$ cat src/rtl/sg4_pixel_shifter_if.sv
// Pixel-shifter bus: character upload, scan timing strobes and registered dot outputs.
// The master drives the character and timing inputs; the slave is the shifter.
interface sg4_pixel_shifter_if;
  logic       pixelEn;
  logic       lineStart;
  logic       frameStart;
  logic       charValid;
  logic [7:0] charData;
  logic       charReady;
  logic [3:0] row;
  logic       pixelOut;
  logic [3:0] colourOut;
  logic       pixelValid;
  logic       underrun;

  modport master (
    output pixelEn, lineStart, frameStart, charValid, charData,
    input  charReady, row, pixelOut, colourOut, pixelValid, underrun
  );

  modport slave (
    input  pixelEn, lineStart, frameStart, charValid, charData,
    output charReady, row, pixelOut, colourOut, pixelValid, underrun
  );
endinterface

$ cat src/rtl/sg4_pixel_shifter.sv
// Semigraphics-4 dot shifter: expands one quadrant byte into 8 dots per scanline row.
// Define SG4_PIXEL_DOUBLE_EN to emit every dot on two consecutive pixelEn strobes.
module sg4_pixel_shifter (
  input  logic                  clk,
  input  logic                  reset,
  sg4_pixel_shifter_if.slave    bus
);

`ifdef SG4_PIXEL_DOUBLE_EN
  localparam logic [4:0] charStrobes = 5'd16;
`else
  localparam logic [4:0] charStrobes = 5'd8;
`endif

  logic [3:0] rowReg;
  logic [4:0] count;
  logic [7:0] shift;
  logic [3:0] charColour;
  logic       pixelOutReg;
  logic [3:0] colourOutReg;
  logic       pixelValidReg;
  logic       underrunReg;

  logic [3:0] rowNext;
  logic [4:0] countNext;
  logic [7:0] shiftNext;
  logic [3:0] charColourNext;
  logic       pixelOutNext;
  logic [3:0] colourOutNext;
  logic       pixelValidNext;
  logic       underrunNext;

  logic       charReadyInt;
  logic       transfer;
  logic [1:0] quadField;
  logic [7:0] quadPattern;
  logic       advanceBit;

  // Ready when empty, or when the final strobe of the current character is being consumed.
  always_comb begin
    charReadyInt = ((count == 5'd0) || ((count == 5'd1) && bus.pixelEn))
                   && !bus.lineStart && !bus.frameStart && !reset;
    transfer     = bus.charValid && charReadyInt;
  end

  // Top half of the cell shows the low quadrant pair, bottom half the high pair.
  always_comb begin
    quadField   = (rowReg < 4'd6) ? bus.charData[1:0] : bus.charData[3:2];
    quadPattern = 8'h00;
    case (quadField)
      2'b00:   quadPattern = 8'hFF;
      2'b01:   quadPattern = 8'hF0;
      2'b10:   quadPattern = 8'h0F;
      default: quadPattern = 8'h00;
    endcase
  end

`ifdef SG4_PIXEL_DOUBLE_EN
  // Odd counts are the second copy of a dot, so the pattern moves on only then.
  always_comb advanceBit = count[0];
`else
  always_comb advanceBit = 1'b1;
`endif

  always_comb begin
    rowNext        = rowReg;
    countNext      = count;
    shiftNext      = shift;
    charColourNext = charColour;
    pixelOutNext   = pixelOutReg;
    colourOutNext  = colourOutReg;
    pixelValidNext = pixelValidReg;
    underrunNext   = 1'b0;

    if (bus.pixelEn) begin
      if (count != 5'd0) begin
        pixelOutNext   = shift[7];
        colourOutNext  = charColour;
        pixelValidNext = 1'b1;
      end else begin
        pixelOutNext   = 1'b0;
        colourOutNext  = 4'd0;
        pixelValidNext = 1'b0;
        underrunNext   = 1'b1;
      end
    end

    // A flush outranks everything; a load replaces whatever the last strobe left behind.
    if (bus.frameStart || bus.lineStart) begin
      countNext = 5'd0;
    end else if (transfer) begin
      shiftNext      = quadPattern;
      countNext      = charStrobes;
      charColourNext = {1'b0, bus.charData[6:4]} + 4'd1;
    end else if (bus.pixelEn && (count != 5'd0)) begin
      countNext = count - 5'd1;
      if (advanceBit) begin
        shiftNext = {shift[6:0], 1'b0};
      end
    end

    if (bus.frameStart) begin
      rowNext = 4'd0;
    end else if (bus.lineStart) begin
      rowNext = (rowReg == 4'd11) ? 4'd0 : rowReg + 4'd1;
    end
  end

  // Single register bank; synchronous reset overrides every other input.
  always_ff @(posedge clk) begin
    if (reset) begin
      rowReg        <= 4'd0;
      count         <= 5'd0;
      shift         <= 8'd0;
      charColour    <= 4'd0;
      pixelOutReg   <= 1'b0;
      colourOutReg  <= 4'd0;
      pixelValidReg <= 1'b0;
      underrunReg   <= 1'b0;
    end else begin
      rowReg        <= rowNext;
      count         <= countNext;
      shift         <= shiftNext;
      charColour    <= charColourNext;
      pixelOutReg   <= pixelOutNext;
      colourOutReg  <= colourOutNext;
      pixelValidReg <= pixelValidNext;
      underrunReg   <= underrunNext;
    end
  end

  assign bus.charReady  = charReadyInt;
  assign bus.row        = rowReg;
  assign bus.pixelOut   = pixelOutReg;
  assign bus.colourOut  = colourOutReg;
  assign bus.pixelValid = pixelValidReg;
  assign bus.underrun   = underrunReg;

endmodule

$ cat src/flat_wrapper.sv
// flat-port wrapper written by rule: the top's interface ports become plain ports
module sg4_pixel_shifter_flat 
  (clk, reset, bus_pixelEn, bus_lineStart, bus_frameStart, bus_charValid, bus_charData, bus_charReady, bus_row, bus_pixelOut, bus_colourOut, bus_pixelValid, bus_underrun);
  sg4_pixel_shifter_if bus_i ();
  input  logic clk;
  input  logic reset;
  input wire logic [$bits(bus_i.pixelEn)-1:0] bus_pixelEn;
  input wire logic [$bits(bus_i.lineStart)-1:0] bus_lineStart;
  input wire logic [$bits(bus_i.frameStart)-1:0] bus_frameStart;
  input wire logic [$bits(bus_i.charValid)-1:0] bus_charValid;
  input wire logic [$bits(bus_i.charData)-1:0] bus_charData;
  output wire logic [$bits(bus_i.charReady)-1:0] bus_charReady;
  output wire logic [$bits(bus_i.row)-1:0] bus_row;
  output wire logic [$bits(bus_i.pixelOut)-1:0] bus_pixelOut;
  output wire logic [$bits(bus_i.colourOut)-1:0] bus_colourOut;
  output wire logic [$bits(bus_i.pixelValid)-1:0] bus_pixelValid;
  output wire logic [$bits(bus_i.underrun)-1:0] bus_underrun;
  assign bus_i.pixelEn = bus_pixelEn;
  assign bus_i.lineStart = bus_lineStart;
  assign bus_i.frameStart = bus_frameStart;
  assign bus_i.charValid = bus_charValid;
  assign bus_i.charData = bus_charData;
  assign bus_charReady = bus_i.charReady;
  assign bus_row = bus_i.row;
  assign bus_pixelOut = bus_i.pixelOut;
  assign bus_colourOut = bus_i.colourOut;
  assign bus_pixelValid = bus_i.pixelValid;
  assign bus_underrun = bus_i.underrun;
  sg4_pixel_shifter u_core (.clk(clk), .reset(reset), .bus(bus_i));
endmodule
$ cat config.mk
export PLATFORM = sky130hd
export DESIGN_NAME = sg4_pixel_shifter_flat
export DESIGN_NICKNAME = d
export VERILOG_FILES = /design/src/rtl/sg4_pixel_shifter_if.sv /design/src/rtl/sg4_pixel_shifter.sv /design/src/flat_wrapper.sv
export SDC_FILE = /design/constraint.sdc
export NUM_CORES = 1
export LEC_CHECK = 0
export BUFFER_PORTS_ARGS = -buffer_cell sky130_fd_sc_hd__buf_2
export CELL_PAD_IN_SITES_DETAIL_PLACEMENT = 2
export CELL_PAD_IN_SITES_GLOBAL_PLACEMENT = 2
export CORE_MARGIN = 10
export CORE_UTILIZATION = 35
export CTS_CLUSTER_DIAMETER = 40
export DETAILED_ROUTE_END_ITERATION = 8
export GPL_TIMING_DRIVEN = 1
export HOLD_SLACK_MARGIN = 0.1
export PLACE_DENSITY = 0.89
export SLEW_MARGIN = 20
export SYNTH_ARGS = -nofsm -noshare
export SYNTH_HDL_FRONTEND = slang
export SYNTH_SLANG_ARGS = --single-unit
$ cat constraint.sdc
create_clock -name clk -period 2.8 [get_ports clk]
set_input_delay 0.56 -clock clk [delete_from_list [all_inputs] [get_ports clk]]
set_output_delay 0.56 -clock clk [all_outputs]
set_load 0.01 [all_outputs]
### Word level (Yosys, flattened, before mapping)

Cells that the tools add are included.

| word-level totals | value |
|---|---|
| register bits | 28 |
| output and inout bits | 12 |
| input port bits | 14 |

| operators by class | value |
|---|---|
| muxes and demuxes | 11 |
| bitwise logic cells | 2 |
| equality and inequality tests | 4 |
| $lt $le $gt $ge | 1 |
| $add $sub $neg | 3 |
| reductions and logical operators | 21 |

Operator list:

| kind | count |
|---|---|
| 8-bit one-hot mux with 3 select lines | 1 |
| 4-bit 2-to-1 mux | 4 |
| 8-bit 2-to-1 mux | 2 |
| 1-bit logical AND | 6 |
| 2-bit OR reduction | 3 |
| 5-bit by 1-bit == test with 1-bit output (second input constant) | 1 |
| 5-bit logical NOT | 1 |
| 5-bit nonzero test | 1 |
| 5-bit by 1-bit subtractor with 5-bit output (second input constant) | 1 |
| 3-bit by 1-bit adder with 4-bit output (second input constant) | 1 |
| 4-bit by 1-bit adder with 4-bit output (second input constant) | 1 |
| 4-bit == test (second input constant) | 1 |
| 4-bit by 3-bit < comparator with 1-bit output (second input constant) | 1 |
| 2-bit AND reduction | 2 |
| 1-bit logical NOT | 3 |
| 1-bit 2-to-1 mux | 3 |
| 3-bit OR reduction | 1 |
| 2-bit by 1-bit == test with 1-bit output (second input constant) | 1 |
| 2-bit == test (second input constant) | 1 |
| 2-bit logical NOT | 1 |
| 1-bit logical OR | 2 |
| 2-bit 2-to-1 mux | 1 |
| 1-bit inverter | 2 |
| 2-bit nonzero test | 1 |

### Depth between registers and ports, before layout

| logic depth | value |
|---|---|
| word-level depth | 9 |
| gate-level depth with buffers | 7 |
| depth with buffers taken out | 6 |

### Worst setup path before layout

OpenSTA, ideal clock, no wires.

| path | value |
|---|---|
| path kind | input-to-output |
| start | in bus_lineStart |
| end | out bus_charReady |
| required time | 2.240 ns |
| data arrival time | 1.139 ns |
| buffers on the path | 1 |
| cell stages on the path | 3 |
| setup slack | 1.101 ns |
| cells stage by stage | buf_6 -> nor3_2 -> and3_1 |

| between the ends | value |
|---|---|
| longest elaborated chain between the ends | 4 |

RTL lines:

| element | line | source |
|---|---|---|
| start, declared | flat_wrapper.sv:8 | `input wire logic [$bits(bus_i.lineStart)-1:0] bus_lineStart;` |
| 1-bit logical NOT | sg4_pixel_shifter.sv:42 | `&& !bus.lineStart && !bus.frameStart && !reset;` |
| 1-bit logical AND (3 in a row) | sg4_pixel_shifter.sv:42 |  |
| end, declared | flat_wrapper.sv:12 | `output wire logic [$bits(bus_i.charReady)-1:0] bus_charReady;` |

No other way between the ends.

### Final worst setup path

| path | value |
|---|---|
| start | reg u_core.count[0] |
| end | out bus_charReady |

| between the ends | value |
|---|---|
| longest elaborated chain between the ends | 6 |

RTL lines:

| element | line | source |
|---|---|---|
| start, declared | sg4_pixel_shifter.sv:16 | `logic [4:0] count;` |
| start signal, assigned | sg4_pixel_shifter.sv:122 | `count <= countNext;` |
| 5-bit by 1-bit == test with 1-bit output | sg4_pixel_shifter.sv:41 | `charReadyInt = ((count == 5'd0) \|\| ((count == 5'd1) && bus.pixelEn))` |
| 1-bit logical AND | sg4_pixel_shifter.sv:41 |  |
| 1-bit logical OR (*) | sg4_pixel_shifter.sv:41 |  |
| 1-bit logical AND (*) (3 in a row) | sg4_pixel_shifter.sv:42 |  |

Mark *: on every way between the ends. The rest lies on a longest branch, timed or not.

==> metrics.txt <==
worst hold endpoint=u_core.charColour[3]$_SDFFE_PP0P_; Die Ht=81.7 um; fmax=0.471 GHz; postcts setup bufs=0; drt first pass iters=3; Arrival @ worst endpoint=1.56 ns; worst setup path startpoint=u_core.count[0]$_SDFFE_PP0P_; sw power=~170 uW; total number of vias=1104; clock sink count=28; Final Hold Fails=0; synthesized area per cell=9.74 um2; Initial Utilization=36.4%; clock skew=0.00293 ns; CP required=2.24 ns; Final setup viols=0; Routed WL=around 3600 um; routed vias/inst=5.28; DRC violations left=0; Yosys reg bits=28; fin crit period=2.12 ns; synth unique cells=35; Reg2Reg Depth=6; Hold WC Path Type=register to register; P_int=620 uW; root buffer selected by CTS=clkbuf_8; Routed WL per cell=17.3 um; initial antenna violation count=0; Placed Area=1490 um2; GRT Util Overall=11.6%; Synth Warn #=0; Synth Cell Area=1330 um2; Comb pwr share=~7.5%; asr flop ratio synth=0%; final instance area=~1600 um2; pwr dens=510 nW/um2; initial DRC count=66; critical path fanouts, max=4; P_leak=0.000621 uW; # hold bufs at CTS=0; Synth-to-Final Area Change=16.8%; CP Launch Type=register; chip width=81.7 um; prevailing post-synth register cell=dfxtp_1; Layout fillers=391; Post-synth EDFFs=0; FF+latch area=around 560 um2; R2R setup slack=0.83 ns; total CTS buffers=3; DP Wirelength=2790 um; reg2reg end=u_core.shift[3]$_SDFFE_PP0P_; worst slew pin tran=0.472 ns; PortBufs=24; remaining global-route overflow=0; min-delay src=u_core.charColour[3]$_SDFFE_PP0P_; Slew HR=between 60 and 70%; Syn Nets=156; ant diodes=0; max-slew violations=0; CTS tree=built; setup TNS=0 ns; first-pass GRT wire length=roughly 6300 um; status=finished, final reports clean; antenna-violating nets left=0; CTS clk-pin slew, worst paths=0.10 ns; max-cap violations=0; largest net degree at the start of global routing=24; Ports=26; sequential share of power=just over 50%; H-tree depth=1; Syn Inst Count=137; post-route clock period utilization=75.8%; clock share of power=40.8%; VDD IR max=0.239 mV; sequential cell area fraction in the yosys report=between 40% and 50%; post-CTS sizing=0; RSZ-0062 raised after global routing=false; core area=3660 um2; multi-input logic area=approximately 700 um2; Setup crit end kind=primary output; fraction of layout cells with a size suffix above 1=28.0%; number of global-route vias before repair=1258; Total Nets Final=181; clk_lat worst skew=0.27 ns; worst setup path class=register to primary output; row cnt=22; gpl congestion=0.704; Clock Path Buffers=2; Critical R2R Launch=u_core.count[0]$_SDFFE_PP0P_; Sw Ratio=between 20% and 30%; die area=between 6000 and 7000 um2; worst hold path depth=2
-- metal layers --
| metal | wire length, um | up-vias | GRT usage (%) |
|---|---|---|---|
| li1 | - | 543 | - |
| met2 | 1900 | 10 | 20.5 |
| met1 | 1610 | 549 | 14.4 |
| met3 | 94 | 2 | 1.97 |
| met5 | 0 | - | 0 |
| met4 | 13 | 0 | 2.04 |
-- final cells by class --
class	instances	area share, %
multi-input combinational	94	45.0
sequential	28	36.0
timing repair buffer	25	8.19
tap	48	3.86
clock buffer	3	2.65
inverter	10	2.41
clock inverter	1	1.93
-- worst max-delay path, stage by stage, from the launching register on --
cell and delay (ns):
dfxtp_1 0.41, inv_1 0.08, ha_1 0.25, a21o_1 0.21, and3_1 0.20, buf_2 0.14
-- how the worst max path moves through the flow --
stage                                         endpoint  slack (ns)  depth (start not counted)
after global routing                     bus_charReady        0.55                          5
after detailed placement  u_core.shift[3]$_SDFFE_PP0P_        0.57                          5
final                                    bus_charReady        0.68                          5
after global placement    u_core.shift[2]$_SDFFE_PP0P_        0.76                          5
after CTS                                bus_charReady        0.65                          5
after floorplan                          bus_charReady        1.10                          3
-- synth_stat cells, types with 2 or more instances --
master     n  share of area, %
nor2_1    14               3.9
buf_6      2               1.7
o21ai_1    9               3.4
xnor2_1    3               2.0
and3_1     2              0.94
a21oi_1    5               1.9
dfxtp_1   28                42
ha_1       5               4.7
a211oi_1   4               2.3
nand2_1    8               2.3
and4b_1    2               1.5
a22oi_1    5               2.8
xor2_1     2               1.3
a221oi_2   7               7.9
inv_1     10               2.8
clkbuf_1   2              0.56
nand4_1    3               1.4
mux2i_1    4               3.0
nand3_1    3               1.1
nor3_1     4               1.5
-- cell families (layout without fill, tap and decap cells) --
kind of cell / count (synthesis) / count (layout) / share of synthesized area, %
compound gates: 36 / 36 / 22.1
xor+xnor: 5 / 5 / 3.28
fa+ha+maj: 5 / 5 / 4.69
buf+inv: 15 / 39 / 5.44
flops: 28 / 28 / 42.0
mux: 5 / 5 / 3.85
simple gates: 43 / 43 / 18.6
-- cell usage in the layout, fill, tap and decap left out, types with 2 or more instances in the layout --
cell type,netlist,final
and3_1,2,2
xnor2_1,3,3
a21oi_1,5,5
clkbuf_8,0,3
nand3_1,3,3
a22oi_1,5,5
o21ai_1,9,9
nor3_1,4,4
dfxtp_1,28,28
inv_1,10,10
buf_2,1,24
mux2i_1,4,4
a211oi_1,4,4
nor2_1,14,14
ha_1,5,5
nand2_1,8,8
and4b_1,2,2
a221oi_2,7,7
xor2_1,2,2
nand4_1,3,3
-- registers in the layout, indices dropped and copies added (netlist names) --
register	cells
u_core.bus.pixelOut	1
u_core.charColour	4
u_core.bus.pixelValid	1
u_core.bus.colourOut	4
u_core.count	5
u_core.shift	8
u_core.bus.row	4
u_core.bus.underrun	1
-- power groups by stage --
stage	Combinational, uW	Clock, uW	Sequential [uW]
4_1_cts	61.0	327	410
6_report	59.7	324	410
2_1_floorplan	36.5	0	419
3_3_place_gp	55.6	0	418
5_1_grt	66.8	346	412
3_5_place_dp	60.4	0	419
-- through the flow --
| step | power (uW) | setup WS (ns) | utilization (%) | cells | hold WS (ns) |
|---|---|---|---|---|---|
| after floorplan | 456 | 1.10 | - | 137 | 0.432 |
| after global placement | 474 | 0.762 | 40.6 | 205 | 0.447 |
| after detailed placement | 480 | 0.574 | 40.6 | 205 | 0.460 |
| after CTS | 798 | 0.646 | 42.5 | 209 | 0.480 |
| after global routing | 824 | 0.549 | 42.5 | 209 | 0.504 |
| final | 794 | 0.677 | 42.5 | 209 | 0.477 |
Note: power is estimated with default switching activity, not from simulation.
